[src/rtl/vga_rgb_reducer.sv]
// vga_rgb_reducer: two-stage colour depth reducer for a VGA pixel stream (truncate, round, ordered dither).
// Ordered dither modes 2/3 and their x/y/frame counters exist only when VGA_RGB_REDUCER_DITHER_EN is defined.
module vga_rgb_reducer #(
  parameter int IN_BITS         = 6,
  parameter int OUT_BITS        = 3,
  parameter bit SYNC_ACTIVE_LOW = 1'b1
) (
  input  logic                clk_vga,
  input  logic                reset,
  input  logic [IN_BITS-1:0]  in_r,
  input  logic [IN_BITS-1:0]  in_g,
  input  logic [IN_BITS-1:0]  in_b,
  input  logic                in_hsync,
  input  logic                in_vsync,
  input  logic                in_de,
  input  logic [1:0]          mode,
  output logic [OUT_BITS-1:0] out_r,
  output logic [OUT_BITS-1:0] out_g,
  output logic [OUT_BITS-1:0] out_b,
  output logic                out_hsync,
  output logic                out_vsync,
  output logic                out_de
);

  localparam int D  = IN_BITS - OUT_BITS;
  localparam int SW = IN_BITS + 1;
  localparam logic SYNC_IDLE = SYNC_ACTIVE_LOW;
  localparam logic [SW-1:0] HALF    = SW'((32'd1 << D) >> 1);
  localparam logic [SW-1:0] MAX_VAL = SW'((32'd1 << IN_BITS) - 32'd1);

  logic [IN_BITS-1:0] s1_r, s1_g, s1_b;
  logic               s1_hsync, s1_vsync, s1_de;
  logic [1:0]         s1_mode;
  logic [SW-1:0]      s1_t;
  logic [SW-1:0]      t_val;
  logic [SW-1:0]      add;

  // Add, clamp to full scale, then keep the top OUT_BITS; with D=0 the add is always zero.
  function automatic logic [OUT_BITS-1:0] reduce_ch(input logic [IN_BITS-1:0] c,
                                                     input logic [SW-1:0] a);
    logic [SW-1:0] sum;
    sum = {1'b0, c} + a;
    if (sum > MAX_VAL) sum = MAX_VAL;
    return OUT_BITS'(sum >> D);
  endfunction

`ifdef VGA_RGB_REDUCER_DITHER_EN
  localparam int T_SHR = (D <= 4) ? (4 - D) : 0;
  localparam int T_SHL = (D > 4)  ? (D - 4) : 0;

  logic       hs_prev, vs_prev;
  logic [1:0] x_cnt, y_cnt;
  logic       frame;
  logic       hs_edge, vs_edge;
  logic [1:0] x_eff, y_eff, x_idx;
  logic       frame_eff;

  function automatic logic [SW-1:0] bayer_threshold(input logic [1:0] x, input logic [1:0] y);
    logic [3:0]  b;
    int unsigned tv;
    case ({y, x})
      4'h0: b = 4'd0;   4'h1: b = 4'd8;   4'h2: b = 4'd2;   4'h3: b = 4'd10;
      4'h4: b = 4'd12;  4'h5: b = 4'd4;   4'h6: b = 4'd14;  4'h7: b = 4'd6;
      4'h8: b = 4'd3;   4'h9: b = 4'd11;  4'hA: b = 4'd1;   4'hB: b = 4'd9;
      4'hC: b = 4'd15;  4'hD: b = 4'd7;   4'hE: b = 4'd13;  default: b = 4'd5;
    endcase
    tv = (32'(b) >> T_SHR) << T_SHL;
    return SW'(tv);
  endfunction

  // Counter values seen by the pixel sampled this cycle: edges take effect immediately, vsync clear wins.
  always_comb begin
    hs_edge   = (in_hsync != SYNC_IDLE) && (hs_prev == SYNC_IDLE);
    vs_edge   = (in_vsync != SYNC_IDLE) && (vs_prev == SYNC_IDLE);
    x_eff     = hs_edge ? 2'd0 : x_cnt;
    y_eff     = y_cnt;
    if (vs_edge)      y_eff = 2'd0;
    else if (hs_edge) y_eff = y_cnt + 2'd1;
    frame_eff = frame ^ vs_edge;
    x_idx     = (mode == 2'd3) ? (x_eff ^ {frame_eff, frame_eff}) : x_eff;
    t_val     = bayer_threshold(x_idx, y_eff);
  end

  always_ff @(posedge clk_vga) begin
    if (reset) begin
      hs_prev <= SYNC_IDLE;
      vs_prev <= SYNC_IDLE;
      x_cnt   <= 2'd0;
      y_cnt   <= 2'd0;
      frame   <= 1'b0;
    end else begin
      hs_prev <= in_hsync;
      vs_prev <= in_vsync;
      x_cnt   <= x_eff + {1'b0, in_de};
      y_cnt   <= y_eff;
      frame   <= frame_eff;
    end
  end
`else
  always_comb t_val = '0;
`endif

  // Stage 1: capture the pixel together with its mode and threshold so a mode change never splits a pixel.
  always_ff @(posedge clk_vga) begin
    if (reset) begin
      s1_r     <= '0;
      s1_g     <= '0;
      s1_b     <= '0;
      s1_hsync <= SYNC_IDLE;
      s1_vsync <= SYNC_IDLE;
      s1_de    <= 1'b0;
      s1_mode  <= 2'd0;
      s1_t     <= '0;
    end else begin
      s1_r     <= in_r;
      s1_g     <= in_g;
      s1_b     <= in_b;
      s1_hsync <= in_hsync;
      s1_vsync <= in_vsync;
      s1_de    <= in_de;
      s1_mode  <= mode;
      s1_t     <= t_val;
    end
  end

  // Without the dither build, modes 2 and 3 fall back to rounding.
  always_comb begin
    add = HALF;
    if (s1_mode == 2'd0) add = '0;
`ifdef VGA_RGB_REDUCER_DITHER_EN
    else if (s1_mode[1]) add = s1_t;
`endif
  end

  always_ff @(posedge clk_vga) begin
    if (reset) begin
      out_r     <= '0;
      out_g     <= '0;
      out_b     <= '0;
      out_hsync <= SYNC_IDLE;
      out_vsync <= SYNC_IDLE;
      out_de    <= 1'b0;
    end else begin
      out_r     <= s1_de ? reduce_ch(s1_r, add) : '0;
      out_g     <= s1_de ? reduce_ch(s1_g, add) : '0;
      out_b     <= s1_de ? reduce_ch(s1_b, add) : '0;
      out_hsync <= s1_hsync;
      out_vsync <= s1_vsync;
      out_de    <= s1_de;
    end
  end

endmodule

[config.mk]
export PLATFORM = sky130hd
export DESIGN_NAME = vga_rgb_reducer
export DESIGN_NICKNAME = d
export VERILOG_FILES = /design/src/rtl/vga_rgb_reducer.sv
export SDC_FILE = /design/constraint.sdc
export NUM_CORES = 1
export LEC_CHECK = 0
export ABC_CLOCK_PERIOD_IN_PS = 2900
export CORE_MARGIN = 1.5
export CORE_UTILIZATION = 45
export DETAILED_ROUTE_END_ITERATION = 10
export HOLD_SLACK_MARGIN = 0.02
export PLACE_DENSITY = 0.9
export SLEW_MARGIN = 20
export SYNTH_ARGS = -nofsm -noshare
export SYNTH_HDL_FRONTEND = slang
export SYNTH_SLANG_ARGS = --single-unit
[constraint.sdc]
create_clock -name clk_vga -period 2.9 [get_ports clk_vga]
set_clock_uncertainty 0.05 [all_clocks]
set_input_delay 0.58 -clock clk_vga [delete_from_list [all_inputs] [get_ports clk_vga]]
set_output_delay 0.58 -clock clk_vga [all_outputs]
set_load 0.1 [all_outputs]
* Word level (Yosys, flattened, before mapping)
Index checks and enable logic that the tools add are counted.
Cells by class: multiply operators 0, order comparisons 3, shifts and indexed selects 0, bitwise gates (word level) 1, reduce and logical (&&, ||, !) cells 2, muxes and demuxes 4, add/sub/neg operators 3, eq/ne operators 0, div/mod/pow operators 0
Operators with widths (number):
- adder 6 x 3 -> 7 bit | 3
- > comparator 7 x 6 -> 1 bit, second input constant | 3
- 2-to-1 mux 6 bit | 3
- 2-to-1 mux 3 bit | 1
- logical NOT 2 bit | 1
- OR reduction 2 bit | 1
- inverter 1 bit | 1
Storage, ports and cells: word-level logic and storage cells 26, flip-flop bits (word level) 35, latch bits 0, bits of input ports 25, output and inout port bits 12, memory bits (writable) 0, bits in read-only memories 0, memories 0

* Longest topological paths before layout
Gate-level depths: netlist (run 1).
word-level depth 5, depth in mapped cells 5, depth with buffers taken out 5

* Least setup slack after synthesis (run 1)
OpenSTA, ideal clock, no wires.
path kind register to output, start register out_b[0], end output port out_b[0], path slack 1.361 ns, data required time 2.270 ns, buffers on the path 0, stages on the path, launching flop included 1, arrival 0.909 ns, cells stage by stage dfxtp_1
RTL lines:
- from (decl) | RTL line 19 | output logic [OUT_BITS-1:0] out_b,
- from (signal assigned) | RTL line 146 | out_b <= s1_de ? reduce_ch(s1_b, add) : '0;
No word-level cell between the ends.

* Worst setup path after layout (run 1)
start input port reset, end register out_g[0]
On the way: longest elaborated chain between the ends 1
Ends and longest elaborated chain:
- from (decl) | RTL line 9 | input logic reset,
- OR reduction 2 bit (no source line)
- to (signal assigned) | RTL line 145 | out_g <= s1_de ? reduce_ch(s1_g, add) : '0;
- to (decl) | RTL line 18 | output logic [OUT_BITS-1:0] out_g,
Every way passes these cells. A chain may end at the register's enable or synchronous reset.

==> results by group, run 1 <==
Yosys
  • Post-synthesis cell area: 1010 um^2
  • Avg Inst Size Synth: 11.6 um^2
  • Post-Syn Nets: 118
  • Flops & latches, synth: 29
  • Warnings from Yosys: 0
  • Seq/Total Area, Yosys: 57.3%
  • Cell variety after synth: 15
  • Syn Inst Count: 87

STA
  • Final Cycle Share: 56.3%
  • Slew margin rel.: 63.2%
  • Peak Freq: 0.613 GHz
  • Setup slack after layout: 1.27 ns
  • Unrepaired setup endpoints after global routing: no
  • Tmin final: 1.63 ns
  • Setup TNS: 0 ns
  • Worst Max-Slew Pin Slew: 0.550 ns
  • Final setup viols: 0
  • Final Slew Violations: 0
  • Final hold violations: 0

Floorplan
  • Row Count: 16
  • Initial Util: 49.6%
  • Die width: 50.5 um
  • Die area: 2550 um^2
  • Core Footprint: 2040 um^2
  • Ports: 37
  • Die Y: 50.5 um

GRT
  • First-pass GRT wire length: 2.37 mm
  • Number of global-route vias before repair: 612
  • Grt total ovfl: 0
  • Gr usage total: 13.4%
  • Initial antenna violation count: 0
  • Largest net degree at the start of global routing: 21

Detailed routing
  • DRT antenna net count: 0
  • Wire per inst: 9.89 um
  • Total number of vias: 680
  • Pre-Repair DR Iteration Count: 2
  • 1st-iter DRT viols: 4
  • Routed WL: 1.46 mm
  • Post-route DRC: 0
  • Vias per cell: 4.59

Placement
  • IO Port Bufs: 30
  • Pre-CTS WS: 0.914 ns
  • DP Wirelength: 1.13 mm
  • GP Congestion: 0.691

Worst setup path
  • CP Cell Sequence: clkdlybuf4s50_1, nand2b_4, nor2_1
  • Crit path DAT: 1.79 ns
  • Worst reg2reg setup slack: 1.38 ns
  • Crit path capture type: flop
  • Critical setup path kind: in2reg
  • CP max stage delay: 0.82 ns
  • Worst-path maximum fanout: 20
  • Worst Path Buf+Inv: 1
  • Crit path required time: 3.06 ns
  • Worst path slowest cell: clkdlybuf4s50_1
  • Critical path startpoint category: primary input
  • Delay-heaviest family, CP: buffers and inverters

Clocking
  • CTS clk-pin slew, worst paths: 0.08 ns
  • Post-CTS setup buffer count: 0
  • Clock root buffer: clkbuf_4
  • # resized after CTS: 0
  • Hold-fix buffers, CTS: 0
  • H-tree depth: 2
  • Worst skew pair latency: 0.32 ns
  • CTS tree: yes
  • Num CTS Buffers: 5
  • Clock Sinks: 29
  • Clock buffer depth: 2

Pwr
  • PwrDens: 556 nW/um^2
  • Peak supply drop: 0.596 mV
  • Lkg Pwr: 0.598 nW

Layout
  • Syn-to-layout area delta: 33.3%
  • Layout cells sized above 1: 24.8%
  • Multi-input gate area: 408 um^2
  • Ant diodes: 0
  • Reg area: 581 um^2
  • Final layout net count: 152
  • Filler cells: 158

Run
  • Number of max-cap violations: 0

Outcome
  • Status: completed

Hold path
  • Hold Crit Class: reg2reg
-- cell usage after synthesis --
cell type	count	area [um^2]
buf_2	2	10.0
a31oi_1	6	37.5
and3_1	3	18.8
inv_1	1	3.75
nor2b_1	16	100
ha_1	6	75.1
nor2_1	6	22.5
nor3_2	3	30.0
nand2b_4	1	13.8
or2_2	5	31.3
dfxtp_1	29	581
buf_6	1	11.3
and2b_1	2	15.0
a211oi_2	3	37.5
and3b_1	3	26.3
-- state kept, by name, indices dropped and copies added, names as in the netlist, 2 cells and up --
signal / flops
out_r: 3
out_g: 3
s1_mode: 2
s1_r: 4
s1_b: 4
s1_g: 4
out_b: 3
-- layout by cell type, fill, tap and decap left out --
cell type	netlist	routed
a31oi_1	6	6
clkbuf_8	0	1
ha_1	6	6
clkbuf_1	0	1
nor3_2	3	3
buf_4	0	12
clkdlybuf4s50_1	0	18
and2b_1	2	2
and3b_1	3	3
dfxtp_1	29	29
nand2b_4	1	1
a211oi_2	3	3
or2_2	5	5
nor2b_1	16	16
nor2_1	6	6
and3_1	3	3
clkbuf_4	0	5
inv_1	1	1
-- worst register-to-register path: stages, from the launching register on --
cell,delay [ns]
dfxtp_1,0.30
or2_2,0.32
ha_1,0.23
ha_1,0.23
and3b_1,0.20
nor3_2,0.13
-- layer usage --
metal	up-vias	routed length (um)	GRT usage (%)	part of all wire (%)
met5	-	0	0	0
met4	0	0	5.41	0
met3	0	144	9.82	9.8
met2	26	770	21.9	53
met1	295	548	12.8	37
li1	359	-	-	-
-- report_power, final --
group          leakage (nW)  internal, W  switching (W)
registers             0.239     0.000415     0.00000882
clock network        0.0314     0.000114       0.000120
logic                 0.327    0.0000427      0.0000509
-- layout make-up --
type	count	area share [%]
tap	27	2.50
inverter	1	0.278
multi-input combinational	54	30.2
sequential	29	43.0
timing repair buffer	30	20.0
clock buffer	7	4.07
-- cell families after synthesis --
logic type                 after synthesis  share of synthesized area, %
AOI/OAI and AO/OA                        9                          7.41
adders and majority gates                6                          7.41
buffers and inverters                    4                          2.47
DFF                                     29                          57.3
and+or+nand+nor                         39                          25.4
-- stage by stage --
| stage | utilization (%) | area (um^2) | power [W] | hold slack [ns] | std cells |
|---|---|---|---|---|---|
| global route | 66.2 | 1350 | 0.000793 | 0.395 | 148 |
| detailed placement | 63.5 | 1300 | 0.000527 | 0.349 | 141 |
| global placement | 63.5 | 1300 | 0.000524 | 0.342 | 141 |
| CTS | 66.2 | 1350 | 0.000761 | 0.374 | 148 |
| finish | 66.2 | 1350 | 0.000751 | 0.371 | 148 |
| floorplan | - | 1010 | 0.000492 | 0.339 | 87 |
-- final timing paths --
path / cells after the start / from / end
worst max-delay path: 3 / reset / out_g[0]
worst min-delay path: 1 / s1_vsync / out_vsync
worst max register to register: 5 / s1_mode[1] / out_r[1]
worst min register to register: 1 / s1_vsync / out_vsync
(Power assumes the default switching activity.)
==> inputs of run 2 (changes only) <==
--- a/config.mk
+++ b/config.mk
@@ -5,12 +5,12 @@
 export SDC_FILE = /design/constraint.sdc
 export NUM_CORES = 1
 export LEC_CHECK = 0
-export ABC_CLOCK_PERIOD_IN_PS = 2900
+export ABC_CLOCK_PERIOD_IN_PS = 1670
 export CORE_MARGIN = 1.5
-export CORE_UTILIZATION = 45
+export CORE_UTILIZATION = 42
 export DETAILED_ROUTE_END_ITERATION = 10
 export HOLD_SLACK_MARGIN = 0.02
-export PLACE_DENSITY = 0.9
+export PLACE_DENSITY = 0.85
 export SLEW_MARGIN = 20
 export SYNTH_ARGS = -nofsm -noshare
 export SYNTH_HDL_FRONTEND = slang
==> constraint.sdc (replaced) <==
create_clock -name clk_vga -period 1.67 [get_ports clk_vga]
set_clock_uncertainty 0.05 [all_clocks]
set_input_delay 0.334 -clock clk_vga [delete_from_list [all_inputs] [get_ports clk_vga]]
set_output_delay 0.334 -clock clk_vga [all_outputs]
set_load 0.1 [all_outputs]
==> run 2 against run 1 <==
Effect of this change:
- sequential power up 75%
- register-to-register slack worse by 1.3 ns
- cell area up 12%
- global-route usage up 2.2 points
- total power up 74%
- critical path type is now reg2reg
- critical endpoint is now out_b[1]
==> results by group, run 2 (same netlist as run 1, synthesis figures left out) <==
Outcome
  • Status: completed (unchanged)

GRT
  • Number of global-route vias before repair: 682 (was 612)
  • Grt total ovfl: 0 (unchanged)
  • Initial antenna violation count: 0 (unchanged)
  • First-pass GRT wire length: 2.88 mm (was 2.37 mm)
  • Largest net degree at the start of global routing: 20 (was 21)
  • Gr usage total: 15.6% (was 13.4%)

Detailed routing
  • Met2 routed WL: 940 um (was 770 um)
  • Top sig layer: met4 (was met3)
  • Met3 wire len: 102 um (was 144 um)
  • Total number of vias: 690 (was 680)
  • 1st-iter DRT viols: 3 (was 4)
  • Vias per cell: 4.57 (was 4.59)
  • Wire per inst: 11.1 um (was 9.89 um)
  • Routed WL: 1.67 mm (was 1.46 mm)
  • Post-route DRC: 0 (unchanged)
  • DRT antenna net count: 0 (unchanged)
  • Pre-Repair DR Iteration Count: 4 (was 2)
  • Routed length on met1: 599 um (was 548 um)

Floorplan
  • Ports: 37 (unchanged)
  • Core Footprint: 2250 um^2 (was 2040 um^2)
  • Row Count: 17 (was 16)
  • Die area: 2720 um^2 (was 2550 um^2)
  • Die Y: 52.1 um (was 50.5 um)
  • Initial Util: 45.0% (was 49.6%)
  • Die width: 52.1 um (was 50.5 um)

Pwr
  • PwrDens: 868 nW/um^2 (was 556 nW/um^2)
  • Switch share: 25.8% (was 23.9%)
  • Lkg Pwr: 0.643 nW (was 0.598 nW)
  • Clock share of power: 29.5% (was 31.2%)
  • Logic pwr share: 14.0% (was 12.5%)
  • Tot Pwr: 0.00131 W (was 0.000751 W)
  • Sequential share of power: 56.5% (was 56.4%)
  • Sw power: 0.000339 W (was 0.000180 W)
  • Peak supply drop: 0.553 mV (was 0.596 mV)
  • Int Pwr: 0.000972 W (was 0.000572 W)

STA
  • Worst Max-Slew Pin Slew: 0.179 ns (was 0.550 ns)
  • Setup TNS: 0 ns (unchanged)
  • Setup slack after layout: 0.0950 ns (was 1.27 ns)
  • Final hold violations: 0 (unchanged)
  • Slew margin rel.: 88.0% (was 63.2%)
  • Tmin final: 1.57 ns
  • Hold Slack: 0.371 ns (about the same)
  • Final Cycle Share: 94.3%
  • Final setup viols: 0 (unchanged)
  • Peak Freq: 0.635 GHz
  • Unrepaired setup endpoints after global routing: no (unchanged)
  • Final Slew Violations: 0 (unchanged)

Placement
  • Pre-CTS WS: 0.130 ns (was 0.914 ns)
  • GP Congestion: 0.674 (was 0.691)
  • DP Wirelength: 1.29 mm (was 1.13 mm)
  • IO Port Bufs: 30 (unchanged)

Clocking
  • Num CTS Buffers: 5 (unchanged)
  • H-tree depth: 2 (unchanged)
  • Clock root buffer: clkbuf_4 (unchanged)
  • # resized after CTS: 0 (unchanged)
  • Post-CTS setup buffer count: 0 (unchanged)
  • Clock buffer depth: 2 (unchanged)
  • Worst skew pair latency: 0.31 ns (was 0.32 ns)
  • CTS clk-pin slew, worst paths: 0.09 ns (was 0.08 ns)
  • Hold-fix buffers, CTS: 0 (unchanged)
  • CTS tree: yes (unchanged)
  • Clock Sinks: 29 (unchanged)

Worst setup path
  • Worst Reg2Reg Path Length in Cells: 5 (unchanged)
  • Worst-path maximum fanout: 4 (was 20)
  • Critical setup path kind: reg2reg (was in2reg)
  • Crit path DAT: 1.77 ns (was 1.79 ns)
  • Crit path required time: 1.86 ns (was 3.06 ns)
  • Critical path startpoint category: flop (was primary input)
  • Crit path capture type: flop (unchanged)

Run
  • Number of max-cap violations: 0 (unchanged)

Layout
  • Most common cell after layout, fill and taps aside: dfxtp_1 (unchanged)
  • Syn-to-layout area delta: 49.0% (was 33.3%)
  • Largest regs: s1_b: 4 flops, s1_g: 4 flops, s1_r: 4 flops (unchanged)
  • Final layout net count: 153 (was 152)
  • Core Util, Final: 67.0% (was 66.2%)
  • Filler cells: 187 (was 158)
  • Commonest cells after routing, fill and taps aside: 29 x dfxtp_1, 18 x clkdlybuf4s50_1, 16 x nor2b_1 (unchanged)
  • Ant diodes: 0 (unchanged)
  • Layout cells sized above 1: 26.8% (was 24.8%)

Hold path
  • Cell count of the worst hold path: 1 (unchanged)
  • Hold Crit Class: reg2reg (unchanged)
## run 2: final timing paths
path	startpoint	to	slack, ns
max	s1_mode[1]	out_b[1]	0.1
min	s1_hsync	out_hsync	0.37
max reg2reg	s1_mode[1]	out_b[1]	0.1
min reg2reg	s1_hsync	out_hsync	0.37
## run 2: final cells by class
class                   count  area [um^2]  share of cell area, %
flip-flops and latches     29          581                   38.4
repair buffers             31          428                   28.3
multi-input cells          54          408                   27.0
clock buffers               5         37.5                   2.49
well taps                  28         35.0                   2.32
clock inverters             3         17.5                   1.16
inverters                   1         3.75                  0.249
## run 2: worst max-delay path: stages (launching register included)
cell and delay [ns]:
dfxtp_1 0.32, or2_2 0.32, ha_1 0.22, ha_1 0.23, and3b_1 0.21, nor3_2 0.15
## run 2: power by group through the flow
stage / Combinational, W / Sequential [W] / Clock (W)
5_1_grt: 0.000196 / 0.000744 / 0.000436
4_1_cts: 0.000186 / 0.000740 / 0.000403
2_1_floorplan: 0.0000532 / 0.000801 / 0
3_3_place_gp: 0.000180 / 0.000754 / 0
3_5_place_dp: 0.000184 / 0.000756 / 0
6_report: 0.000184 / 0.000740 / 0.000387
## run 2: stage by stage
| stage | cell area, um^2 | cells |
|---|---|---|
| 6_report | 1510 | 151 |
| 5_1_grt | 1510 | 151 |
| 4_1_cts | 1510 | 151 |
| 3_5_place_dp | 1460 | 143 |
| 3_3_place_gp | 1460 | 143 |
| 2_1_floorplan | 1010 | 87 |
## run 2: layer usage
metal | up-vias | track usage, %
met4 | 0 | 12.7
met5 | - | 0
met1 | 304 | 13.4
met3 | 2 | 5.75
li1 | 359 | -
met2 | 25 | 28.3
==> inputs of run 3 (changes only) <==
--- a/config.mk
+++ b/config.mk
@@ -10,7 +10,7 @@
 export CORE_UTILIZATION = 42
 export DETAILED_ROUTE_END_ITERATION = 10
 export HOLD_SLACK_MARGIN = 0.02
-export PLACE_DENSITY = 0.85
+export PLACE_DENSITY = 0.87
 export SLEW_MARGIN = 20
 export SYNTH_ARGS = -nofsm -noshare
 export SYNTH_HDL_FRONTEND = slang
==> run 3 against run 2 <==
Effect of this change:
- highest routed layer unchanged
- global-route usage shrank 0.49 points
- largest cell class unchanged
- flip-flop and latch count unchanged
- utilization unchanged
- combinational power barely moved
- critical path depth unchanged
- clock power rose by 6.5%
- setup slack improved by 0.033 ns
- register-to-register slack gained 0.03 ns
- first-iteration DRC count is 33% higher
==> results by group, run 3 (same netlist as run 1, synthesis figures left out) <==
Detailed routing
  • Total number of vias: 703 (was 690)
  • 1st-iter DRT viols: 4 (was 3)
  • DRT antenna net count: 0 (unchanged)
  • Routed WL: 1.62 mm (was 1.67 mm)
  • Pre-Repair DR Iteration Count: 3 (was 4)
  • Vias per cell: 4.69 (was 4.57)
  • Wire per inst: 10.8 um (was 11.1 um)
  • Post-route DRC: 0 (unchanged)

Layout
  • Largest regs: s1_b: 4 flops, s1_g: 4 flops, s1_r: 4 flops (unchanged)
  • Ant diodes: 0 (unchanged)
  • Filler cells: 175 (was 187)
  • Layout cells sized above 1: 25.4% (was 26.8%)
  • Final layout net count: 153 (unchanged)
  • Syn-to-layout area delta: 49.0% (unchanged)
  • Most common cell after layout, fill and taps aside: dfxtp_1 (unchanged)
  • Commonest cells after routing, fill and taps aside: 29 x dfxtp_1, 18 x clkdlybuf4s50_1, 16 x nor2b_1 (unchanged)
  • Post-route cell area: 1510 um^2 (unchanged)
  • Final cell count without fillers: 150 (was 151)

Placement
  • IO Port Bufs: 30 (unchanged)
  • DP Wirelength: 1.32 mm (was 1.29 mm)
  • Cells after DPL: 143 (unchanged)
  • GP Congestion: 0.633 (was 0.674)
  • Area after DPL: 1460 um^2 (unchanged)

Pwr
  • Tot Pwr: 0.00134 W (was 0.00131 W)
  • Lkg Pwr: 0.643 nW (about the same)
  • PwrDens: 885 nW/um^2 (was 868 nW/um^2)
  • Peak supply drop: 0.683 mV (was 0.553 mV)

STA
  • Final Cycle Share: 92.4% (was 94.3%)
  • Setup TNS: 0 ns (unchanged)
  • Peak Freq: 0.648 GHz (was 0.635 GHz)
  • Final hold violations: 0 (unchanged)
  • Slew margin rel.: 77.0% (was 88.0%)
  • Final Slew Violations: 0 (unchanged)
  • Tmin final: 1.54 ns (was 1.57 ns)
  • Worst Max-Slew Pin Slew: 0.344 ns (was 0.179 ns)
  • Unrepaired setup endpoints after global routing: no (unchanged)
  • Final setup viols: 0 (unchanged)

GRT
  • Initial antenna violation count: 0 (unchanged)
  • Grt total ovfl: 0 (unchanged)
  • Gr usage total: 15.1% (was 15.6%)
  • Number of global-route vias before repair: 740 (was 682)
  • Largest net degree at the start of global routing: 14 (was 20)
  • First-pass GRT wire length: 2.82 mm (was 2.88 mm)

Clocking
  • Num CTS Buffers: 5 (unchanged)
  • H-tree depth: 2 (unchanged)
  • Post-CTS setup buffer count: 0 (unchanged)
  • Clock Sinks: 29 (unchanged)
  • Clock root buffer: clkbuf_4 (unchanged)
  • # resized after CTS: 0 (unchanged)
  • CTS clk-pin slew, worst paths: 0.08 ns (was 0.09 ns)
  • Hold-fix buffers, CTS: 0 (unchanged)
  • Worst skew pair latency: 0.32 ns (was 0.31 ns)
  • CTS tree: yes (unchanged)
  • Clock buffer depth: 2 (unchanged)

Worst setup path
  • Critical setup path kind: reg2reg (unchanged)
  • Crit path capture type: flop (unchanged)
  • Crit path DAT: 1.71 ns (was 1.77 ns)
  • Crit path required time: 1.83 ns (was 1.86 ns)
  • Critical path startpoint category: flop (unchanged)
  • Worst-path maximum fanout: 3 (was 4)

Floorplan
  • Die width: 52.1 um (unchanged)
  • Ports: 37 (unchanged)
  • Die area: 2720 um^2 (unchanged)
  • Core Footprint: 2250 um^2 (unchanged)
  • Die Y: 52.1 um (unchanged)
  • Row Count: 17 (unchanged)
  • Initial Util: 45.0% (unchanged)

Outcome
  • Status: completed (unchanged)

Hold path
  • Hold Crit Class: reg2reg (unchanged)

Run
  • Number of max-cap violations: 0 (unchanged)
==> run 3: cell types whose count changed in the layout (fill, tap and decap cells not counted) <==
cell	previous run	this run
clkinv_2	2	0
clkinvlp_4	1	0
clkbuf_8	0	1
clkbuf_1	0	1
==> run 3: layout make-up <==
type / count / area (um^2) / area share [%]
clock buffers: 7 / 55.1 / 3.65
well taps: 28 / 35.0 / 2.32
multi-input cells: 54 / 408 / 27.0
flip-flops and latches: 29 / 581 / 38.4
repair buffers: 31 / 428 / 28.3
inverters: 1 / 3.75 / 0.249
==> run 3: final timing paths <==
check | startpoint | to | slack (ns) | cells after the start
max | s1_mode[1] | out_r[0] | 0.13 | 5
min | s1_hsync | out_hsync | 0.37 | 1
max reg2reg | s1_mode[1] | out_r[0] | 0.13 | 5
min reg2reg | s1_hsync | out_hsync | 0.37 | 1
==> run 3: critical path, stage by stage (launching register included) <==
cell and delay (ns):
dfxtp_1 0.30, or2_2 0.32, ha_1 0.23, ha_1 0.31, a31oi_1 0.18, nor2_1 0.05
==> run 3: power by group <==
part	switching, W	internal [W]
clock	0.000214	0.000198
combinational	0.0000902	0.0000938
sequential	0.0000201	0.000720
total	0.000324	0.00101
==> run 3: stage by stage <==
step	setup WS, ns	util (%)	hold WS [ns]
after CTS	0.108	67.0	0.372
after global routing	0.0406	67.0	0.393
after global placement	0.149	64.5	0.345
final	0.128	67.0	0.367
after detailed placement	0.120	64.5	0.354
after floorplan	0.243	-	0.339
==> run 3: layer usage <==
layer / global-route usage [%] / share of wire, % / up-vias
li1: - / - / 356
met1: 12.3 / 36 / 312
met2: 25.9 / 52 / 30
met3: 9.48 / 8.8 / 5
met4: 11.0 / 2.8 / 0
met5: 0 / 0 / -
